## config.mk

```make
export PLATFORM = sky130hd
export DESIGN_NAME = seg7_scan_decoder
export DESIGN_NICKNAME = d
export VERILOG_FILES = /design/src/rtl/seg7_pkg.sv /design/src/rtl/seg7_pattern_decode.sv /design/src/rtl/seg7_scan_decoder.sv
export SDC_FILE = /design/constraint.sdc
export NUM_CORES = 1
export LEC_CHECK = 0
export ABC_AREA = 1
export ABC_CLOCK_PERIOD_IN_PS = 2000
export CAP_MARGIN = 5
export CORE_UTILIZATION = 30
export CTS_BUF_LIST = sky130_fd_sc_hd__clkbuf_4 sky130_fd_sc_hd__clkbuf_8 sky130_fd_sc_hd__clkbuf_16
export DETAILED_ROUTE_END_ITERATION = 10
export GPL_TIMING_DRIVEN = 1
export PLACE_DENSITY = 0.53
export SLEW_MARGIN = 20
export SYNTH_ARGS = -nofsm -noshare
export SYNTH_HDL_FRONTEND = slang
export SYNTH_SLANG_ARGS = --single-unit
```

## constraint.sdc

```tcl
create_clock -name i_Clk -period 2 [get_ports i_Clk]
set_input_delay 0.6 -clock i_Clk [delete_from_list [all_inputs] [get_ports i_Clk]]
set_output_delay 0.6 -clock i_Clk [all_outputs]
set_load 0.01 [all_outputs]
```

## src/rtl/seg7_pkg.sv

```systemverilog
// seg7_pkg: constants shared by the 7-segment encoder and decoder paths.
//   - SEG7_0 .. SEG7_F : segment patterns {A,B,C,D,E,F,G}, A in bit 6, G in bit 0
//   - SEG7_BLANK       : all segments off
//   - seg7_state_e     : scan-decoder FSM state encoding
package seg7_pkg;

  localparam logic [6:0] SEG7_0     = 7'h7E;
  localparam logic [6:0] SEG7_1     = 7'h30;
  localparam logic [6:0] SEG7_2     = 7'h6D;
  localparam logic [6:0] SEG7_3     = 7'h79;
  localparam logic [6:0] SEG7_4     = 7'h33;
  localparam logic [6:0] SEG7_5     = 7'h5B;
  localparam logic [6:0] SEG7_6     = 7'h5F;
  localparam logic [6:0] SEG7_7     = 7'h70;
  localparam logic [6:0] SEG7_8     = 7'h7F;
  localparam logic [6:0] SEG7_9     = 7'h7B;
  localparam logic [6:0] SEG7_A     = 7'h77;
  localparam logic [6:0] SEG7_B     = 7'h1F;
  localparam logic [6:0] SEG7_C     = 7'h4E;
  localparam logic [6:0] SEG7_D     = 7'h3D;
  localparam logic [6:0] SEG7_E     = 7'h4F;
  localparam logic [6:0] SEG7_F     = 7'h47;
  localparam logic [6:0] SEG7_BLANK = 7'h00;

  typedef enum logic [1:0] {
    SEG7_IDLE   = 2'd0,
    SEG7_SETTLE = 2'd1,
    SEG7_LOCKED = 2'd2
  } seg7_state_e;

endpackage

```

## src/rtl/seg7_pattern_decode.sv

```systemverilog
// seg7_pattern_decode: combinational inverse of the hex-to-7-segment map.
// Ports:
//   i_Pattern [6:0] : segment pattern, A in bit 6, G in bit 0
//   o_Nibble  [3:0] : decoded hex value (0 for blank or illegal patterns)
//   o_Blank         : pattern is all segments off
//   o_Error         : pattern is neither a hex code nor blank
module seg7_pattern_decode
  import seg7_pkg::*;
(
  input  logic [6:0] i_Pattern,
  output logic [3:0] o_Nibble,
  output logic       o_Blank,
  output logic       o_Error
);

  always_comb begin
    o_Nibble = 4'h0;
    o_Blank  = 1'b0;
    o_Error  = 1'b0;
    case (i_Pattern)
      SEG7_0:     o_Nibble = 4'h0;
      SEG7_1:     o_Nibble = 4'h1;
      SEG7_2:     o_Nibble = 4'h2;
      SEG7_3:     o_Nibble = 4'h3;
      SEG7_4:     o_Nibble = 4'h4;
      SEG7_5:     o_Nibble = 4'h5;
      SEG7_6:     o_Nibble = 4'h6;
      SEG7_7:     o_Nibble = 4'h7;
      SEG7_8:     o_Nibble = 4'h8;
      SEG7_9:     o_Nibble = 4'h9;
      SEG7_A:     o_Nibble = 4'hA;
      SEG7_B:     o_Nibble = 4'hB;
      SEG7_C:     o_Nibble = 4'hC;
      SEG7_D:     o_Nibble = 4'hD;
      SEG7_E:     o_Nibble = 4'hE;
      SEG7_F:     o_Nibble = 4'hF;
      SEG7_BLANK: o_Blank  = 1'b1;
      default:    o_Error  = 1'b1;
    endcase
  end

endmodule

```

## src/rtl/seg7_scan_decoder.sv

```systemverilog
// seg7_scan_decoder: samples a multiplexed 7-segment bus and recovers the hex
// value shown on each digit, ignoring scan transitions via a stability filter.
//
// Build option: define SEG7_ACTIVE_LOW_EN for common-anode buses; segment
// inputs are then inverted at the input register (digit select is unaffected).
//
// Ports:
//   i_Clk, i_Rst_L          : clock (rising edge), async active-low reset
//   i_Segment_A..G          : segment lines, A -> pattern bit 6, G -> bit 0
//   i_Digit_Sel             : one-hot digit enable from the scan driver
//   o_Digit_Valid           : one-cycle pulse, a stable sample was decoded
//   o_Digit_Index           : digit captured (held until next pulse)
//   o_Binary_Num            : decoded nibble (held until next pulse)
//   o_Blank, o_Error        : blank / illegal pattern, only with the pulse
//   o_Digits                : last legal nibble per digit, digit i at [4i+3:4i]
//   o_Fsm_State             : current FSM state, for observation
//
// Output handshake: o_Digit_Valid is a one-cycle strobe with no back-pressure;
// o_Digit_Index, o_Binary_Num, o_Blank and o_Error are meaningful only in the
// cycle o_Digit_Valid is high.
module seg7_scan_decoder
  import seg7_pkg::*;
#(
  parameter  int NUM_DIGITS    = 4,
  parameter  int STABLE_CYCLES = 4,
  parameter  int CNT_W         = $clog2(STABLE_CYCLES + 1),
  localparam int IDX_W         = (NUM_DIGITS > 1) ? $clog2(NUM_DIGITS) : 1
) (
  input  logic                    i_Clk,
  input  logic                    i_Rst_L,
  input  logic                    i_Segment_A,
  input  logic                    i_Segment_B,
  input  logic                    i_Segment_C,
  input  logic                    i_Segment_D,
  input  logic                    i_Segment_E,
  input  logic                    i_Segment_F,
  input  logic                    i_Segment_G,
  input  logic [NUM_DIGITS-1:0]   i_Digit_Sel,
  output logic                    o_Digit_Valid,
  output logic [IDX_W-1:0]        o_Digit_Index,
  output logic [3:0]              o_Binary_Num,
  output logic                    o_Blank,
  output logic                    o_Error,
  output logic [4*NUM_DIGITS-1:0] o_Digits,
  output seg7_state_e             o_Fsm_State
);

  localparam int SMP_W = 7 + NUM_DIGITS;

  logic [6:0] seg_in;
`ifdef SEG7_ACTIVE_LOW_EN
  assign seg_in = ~{i_Segment_A, i_Segment_B, i_Segment_C, i_Segment_D,
                    i_Segment_E, i_Segment_F, i_Segment_G};
`else
  assign seg_in = {i_Segment_A, i_Segment_B, i_Segment_C, i_Segment_D,
                   i_Segment_E, i_Segment_F, i_Segment_G};
`endif

  // s_d is the sample this edge loads; s_q is the registered sample.
  // "s_q == s_prev after the edge" is the same as "s_d == s_q before it",
  // which lets the capture fire in the cycle right after E(STABLE_CYCLES).
  logic [SMP_W-1:0] s_d;
  logic [SMP_W-1:0] s_q;
  assign s_d = {seg_in, i_Digit_Sel};

  logic [NUM_DIGITS-1:0] sel_d;
  logic [NUM_DIGITS-1:0] sel_q;
  logic [6:0]            pat_q;
  assign sel_d = s_d[NUM_DIGITS-1:0];
  assign sel_q = s_q[NUM_DIGITS-1:0];
  assign pat_q = s_q[SMP_W-1:NUM_DIGITS];

  logic sel_d_onehot;
  assign sel_d_onehot = (sel_d != '0) &&
                        ((sel_d & (sel_d - NUM_DIGITS'(1))) == '0);

  logic [IDX_W-1:0] idx_q;
  always_comb begin
    idx_q = '0;
    for (int i = 0; i < NUM_DIGITS; i++) begin
      if (sel_q[i]) idx_q = IDX_W'(i);
    end
  end

  logic [3:0] dec_nib;
  logic       dec_blank;
  logic       dec_error;

  seg7_pattern_decode u_decode (
    .i_Pattern (pat_q),
    .o_Nibble  (dec_nib),
    .o_Blank   (dec_blank),
    .o_Error   (dec_error)
  );

  seg7_state_e      state;
  logic [CNT_W-1:0] cnt;
  logic [CNT_W-1:0] cnt_inc;
  logic             stable_done;

  assign cnt_inc     = cnt + CNT_W'(1);
  assign stable_done = (cnt_inc == CNT_W'(STABLE_CYCLES));
  assign o_Fsm_State = state;

  always_ff @(posedge i_Clk or negedge i_Rst_L) begin
    if (!i_Rst_L) begin
      s_q           <= '0;
      state         <= SEG7_IDLE;
      cnt           <= '0;
      o_Digit_Valid <= 1'b0;
      o_Digit_Index <= '0;
      o_Binary_Num  <= 4'h0;
      o_Blank       <= 1'b0;
      o_Error       <= 1'b0;
      o_Digits      <= '0;
    end else begin
      s_q           <= s_d;
      o_Digit_Valid <= 1'b0;
      o_Blank       <= 1'b0;
      o_Error       <= 1'b0;
      if (!sel_d_onehot) begin
        state <= SEG7_IDLE;
        cnt   <= '0;
      end else if (s_d != s_q) begin
        // Any segment or select change restarts the filter, including on
        // the edge that would otherwise have completed the count.
        state <= SEG7_SETTLE;
        cnt   <= '0;
      end else if (state != SEG7_LOCKED) begin
        cnt <= cnt_inc;
        if (stable_done) begin
          // Counter stops at STABLE_CYCLES; LOCKED holds it there.
          state         <= SEG7_LOCKED;
          o_Digit_Valid <= 1'b1;
          o_Digit_Index <= idx_q;
          o_Blank       <= dec_blank;
          o_Error       <= dec_error;
          o_Binary_Num  <= (dec_blank || dec_error) ? 4'h0 : dec_nib;
          if (!dec_blank && !dec_error) begin
            o_Digits[4*idx_q +: 4] <= dec_nib;
          end
        end else begin
          state <= SEG7_SETTLE;
        end
      end
    end
  end

endmodule

```

[Word-level counts from Yosys, hierarchy flattened]
Cells that the tools add are included.
Storage, ports and cells
  input port bits: 13
  register bits after elaboration: 41
  word-level logic and storage cells: 73
  output and inout port bits: 27
Cells by class
  eq/ne operators: 20
  bitwise operators: 2
  mux-type cells: 27
  shift operators: 2
  reduce and logical (&&, ||, !) cells: 10
  $add $sub $neg: 3
Operators with widths (number)
  equality test 7 bit, second input constant: 12
  case mux 4 bit (15 select lines): 1
  negation 4 -> 34 bit: 1
  variable shift 4 x 34 -> 16 bit, first input constant: 1
  indexed part select 4 x 34 -> 16 bit: 1
  equality test 7 x 6 -> 1 bit, second input constant: 3
  OR reduction 17 bit: 1
  bitwise mux 16 bit: 1
  two-way mux 1 bit: 15
  two-way mux 2 bit: 6
  != test 11 bit: 1
  two-way mux 3 bit: 3
  equality test 7 x 5 -> 1 bit, second input constant: 1
  zero test 7 bit: 1
  AND reduction 5 bit: 1
  AND 4 bit: 1
  zero test 4 bit: 1
  two-way mux 4 bit: 1
  AND reduction 4 bit: 1
  nonzero test 4 bit: 1
  subtractor 4 x 1 -> 4 bit, second input constant: 1
  adder 3 x 1 -> 3 bit, second input constant: 1
  equality test 3 bit, second input constant: 1
  != test 3 x 1 -> 1 bit, second input constant: 1
  other kinds (5): 6

[Depth between registers and ports, before layout]
  depth after elaboration: 7
  mapped depth: 13
  gate-level depth less buffers: 12

[Hierarchy]
From an unflattened synthesis, not the netlist that was laid out.
Second synthesis, totals
  cells, all modules: 327
  area, all modules: 2376.0 sq um
By module, submodules not included
  seg7_scan_decoder: area an instance 2049.5 sq um, times used 1, cells an instance 252
  seg7_pattern_decode: area an instance 326.6 sq um, times used 1, cells an instance 75

[Worst setup path after synthesis]
OpenSTA, ideal clock, no wires.
  path kind: register to register
  start point: reg s_q[2]
  end point: reg o_Digits[0]
  setup slack: 0.186 ns
  period minus slack after synthesis: 1.814 ns
  data arrival time: 1.749 ns
  data required time: 1.935 ns
  buffers on the path: 0
  cell stages (with the launch flop): 7
  path through: dfrtp_1 o21ai_1 inv_1 ha_1 nor3_1 nand3_1 nand2_1
On the way
  cells in the longest elaborated chain, start to end: 5
  elaborated cells on any way between the ends: 9
  those cells by class: 1 x add/sub; 1 x eq/ne; 2 x shift; 3 x mux; 1 x bitwise; 1 x reduce/logical
Ends and longest elaborated chain
  start: declaration: RTL line seg7_scan_decoder.sv:63  | logic [SMP_W-1:0] s_q;
  start signal: assignment: RTL line seg7_scan_decoder.sv:107  | s_q <= '0;
  start signal: assignment: RTL line seg7_scan_decoder.sv:117  | s_q <= s_d;
  two-way mux 2 bit (*) (2 in a row): RTL line seg7_scan_decoder.sv:81  | if (sel_q[i]) idx_q = IDX_W'(i);
  net idx_q[0]: RTL line seg7_scan_decoder.sv:77  | logic [IDX_W-1:0] idx_q;
  negation 4 -> 34 bit (*): RTL line seg7_scan_decoder.sv:140  | o_Digits[4*idx_q +: 4] <= dec_nib;
  indexed part select 4 x 34 -> 16 bit or variable shift 4 x 34 -> 16 bit (tied branches): RTL line seg7_scan_decoder.sv:140
  bitwise mux 16 bit (*): RTL line seg7_scan_decoder.sv:140
  end signal: indexed assignment: RTL line seg7_scan_decoder.sv:140
  end: declaration: RTL line seg7_scan_decoder.sv:44  | output logic [4*NUM_DIGITS-1:0] o_Digits,
The timed path passes the listed nets; every way through them passes the cells marked *.
A chain may end at the register's enable or synchronous reset.

[Final worst setup path]
Ends and elaborated chain as after synthesis.

==> out/results.ini <==
[status]
outcome=finished clean

[hold_path]
hold_class=input pin to asynchronous set/reset pin

[critical_path]
critical_path_class=flop to flop
cp_max_fo=7
critical_path_required_ns=2.24
start_kind=flop
r2r_end=o_Digits[0]$_DFFE_PN0P_
ff2ff_path_depth=6
crit_chain=o21ai_1, inv_1, ha_1, nor3_1, nand3_1, nand2_1
worst_setup_path_end_kind=flop
rrSetupSlack_ns=0.15
critical_path_arrival_ns=2.09
slowest_delay_ns=0.46
slowest_stage=nor3_1
reg2reg_from=s_q[2]$_DFF_PN0_

[placement]
dpl_worst_slack_ns=-0.412
globalplace.congestion=0.832
dpl-instance-area_sq_mm=0.00277
port_buffers=39
dp.final_hpwl_mm=3.75

[logic_synthesis]
synthesis.nets=310
yosysWarnings=0
ys_types=29
synth-seq-cells=41
postSynthCellCount=292
avgSynthCellArea_sq_um=7.65
ys_seq_area_share_pct=45.9
syn_area_sq_mm=0.00223

[floorplan]
dieArea_sq_mm=0.00779
die_w_microns=88.3
coreArea_sq_mm=0.00721
start_util_pct=31.0
io_pins=40
dieHeight_microns=88.3
rows=31

[sta]
setup_tns_ns=0
hold_violations=0
fin_crit_ns=1.85
setup_slack_ns=0.150
drv_slew=0
rsz0062_at_grt=yes
fin_crit_sh_pct=92.5
slew-limit-headroom_pct=65.9
worstMarginPinSlew_ns=0.511
setup_viol=0
finClkSkew_ns=0.00304
max_freq_ghz=0.541

[global_routing]
met3_usage_pct=1.96
grt.total_usage_pct=14.0
grt_pass1_vias=1841
antenna_found_initial=0
grt-ovfl-total=0
grt_util_met2_pct=22.7
grt_max_degree=42
grt_busiest_layer=met2
global_route.usage.met1_pct=19.5
grt_pass1_wl_mm=8.47

[flow_run]
cap_violations=0

[cts]
clockBufferDepth=2
cts_sinks=41
cts_buffers=5
h-tree-depth=2
hold_buffers=0
cts.clk_slew.worst_paths_ns=0.08
clock_latency_ns=0.29
cts_root_buf=clkbuf_8
cts_tree=built

[route]
wl_per_cell_microns=10.9
dr_total_vias=1965
antenna_left=0
drc_errors=0
wirelength_mm=4.87
dr.pass1.iters=4
drtIter0Drc=84
viasPerCell=4.42

[final_layout]
area_delta_synth_final_pct=31.4
final_nets=363
drive_gt1_share_pct=13.3
antenna_cells=0
design_area_sq_mm=0.00294

[pwr]
p_switching_w=0.000433
p_seq_share_pct=50.1
power_w=0.00171
power_density_mw_per_mm2=584
power_frac_comb_pct=10.4
sw_frac_of_total_pct=25.2
internal-power_w=0.00128
ir_drop_uv=233
leakage_nw=1.51
power_frac_clock_pct=39.5

## through the flow
step                      cells  hold slack, ns  utilization [%]
after floorplan             292           0.304                -
after global placement      434           0.468             38.4
after detailed placement    434           0.467             38.4
after CTS                   444           0.386             40.2
after global routing        445           0.406             40.7
final                       445           0.358             40.7
## what timing repair did
action | CTS | global route
setup buffers | 2 | 1
endpoints found under the hold margin | 0 | 0
pin swaps | 7 | 5
endpoints found under the setup margin | 19 | 18
resized for setup | 11 | 10
## worst max-delay path by stage
stage                                    to              from  slack (ns)  cells past startpoint
floorplan           o_Digits[0]$_DFFE_PN0P_  s_q[2]$_DFF_PN0_        0.19                      6
global placement    o_Digits[5]$_DFFE_PN0P_    i_Digit_Sel[1]       -0.40                     11
detailed placement  o_Digits[5]$_DFFE_PN0P_    i_Digit_Sel[0]       -0.41                     11
CTS                 o_Digits[6]$_DFFE_PN0P_       i_Segment_E       0.002                      9
global route        o_Digits[7]$_DFFE_PN0P_       i_Segment_G       0.003                     12
finish              o_Digits[0]$_DFFE_PN0P_  s_q[2]$_DFF_PN0_        0.15                      6
## layout make-up
type / instances / area (sq um)
clock inverters: 3 / 43.8
inverters: 33 / 124
multi-input cells: 213 / 1070
fillers: 783 / 4280
repair buffers: 51 / 472
well taps: 99 / 124
flip-flops and latches: 41 / 1030
clock buffers: 5 / 68.8
## state kept, by name, indices dropped and copies added, names as in the netlist
| signal | flops |
|---|---|
| cnt | 3 |
| o_Binary_Num | 4 |
| o_Blank | 1 |
| o_Digit_Index | 2 |
| o_Digit_Valid | 1 |
| o_Digits | 16 |
| o_Error | 1 |
| o_Fsm_State | 2 |
| s_q | 11 |
## power by group through the flow
stage | clock [W] | combinational [W] | sequential, W
after floorplan | 0 | 0.000105 | 0.000869
after global placement | 0 | 0.000177 | 0.000875
after detailed placement | 0 | 0.000179 | 0.000875
after CTS | 0.000712 | 0.000175 | 0.000859
after global routing | 0.000732 | 0.000204 | 0.000862
final | 0.000678 | 0.000178 | 0.000859
## metal layers
layer | wire (microns) | vias up
li1 | - | 1020
met1 | 2380 | 906
met2 | 2320 | 34
met3 | 143 | 5
met4 | 34 | 0
met5 | 0 | -
## cell families after synthesis
| family | Yosys count | synth area share [%] |
|---|---|---|
| AND/OR/NAND/NOR | 190 | 38.8 |
| adder cells (fa/ha/maj) | 5 | 2.80 |
| flip-flops | 41 | 45.9 |
| XOR/XNOR | 7 | 2.75 |
| AO/OA/AOI/OAI | 11 | 2.58 |
| buffers and inverters | 38 | 7.17 |
## critical path: cells and delay by family, from the launching register on
kind            cells  cell delay, ns
fa+ha+maj           1            0.39
buf+inv             1            0.10
compound gates      1            0.20
flops               1            0.41
simple gates        3            0.70
## cell usage in the layout, fill, tap and decap left out
cell type        count
a21oi_1              3
a22oi_1              1
and3_1               1
buf_2                1
buf_4               12
bufinv_16            1
clkbuf_8             5
clkdlybuf4s15_1      2
clkdlybuf4s50_1     27
clkinv_2             1
dfrtp_1             39
dfrtp_2              2
dlygate4sd2_1        7
dlymetal6s2s_1       2
ha_1                 5
inv_1               29
inv_2                4
inv_6                1
nand2_1             92
nand2_2              1
nand2_4              1
nand3_1             30
nand3_2              2
nand3_4              2
nand3b_1             1
nand4_1              5
nand4_2              1
nor2_1              37
nor2_2               7
nor2_4               3
nor2_8               1
nor3_1               5
o21ai_0              6
o21ai_1              1
or2_2                1
xnor2_1              5
xor2_1               2
## cell usage after synthesis
cell	number	area, sq um
xor2_1	2	17.5
nand3_1	31	155
nand3_4	1	17.5
or2_2	1	6.26
buf_6	1	11.3
nand3b_1	1	7.51
o21ai_1	1	5.00
dfrtp_1	41	1030
nand2_1	92	345
a22oi_1	1	7.51
and3_1	1	6.26
nand2_2	1	6.26
nand2_4	1	11.3
ha_1	5	62.6
nand4_1	5	31.3
a21oi_1	3	15.0
nor2_2	7	43.8
buf_2	2	10.0
nor2_1	39	146
nor2_8	1	20.0
nor3_1	5	25.0
nor2_4	1	11.3
xnor2_1	5	43.8
buf_4	2	15.0
inv_2	4	15.0
o21ai_0	6	30.0
inv_1	29	109
nand3_2	2	20.0
nand4_2	1	12.5
Power figures use the tool's default switching activity.
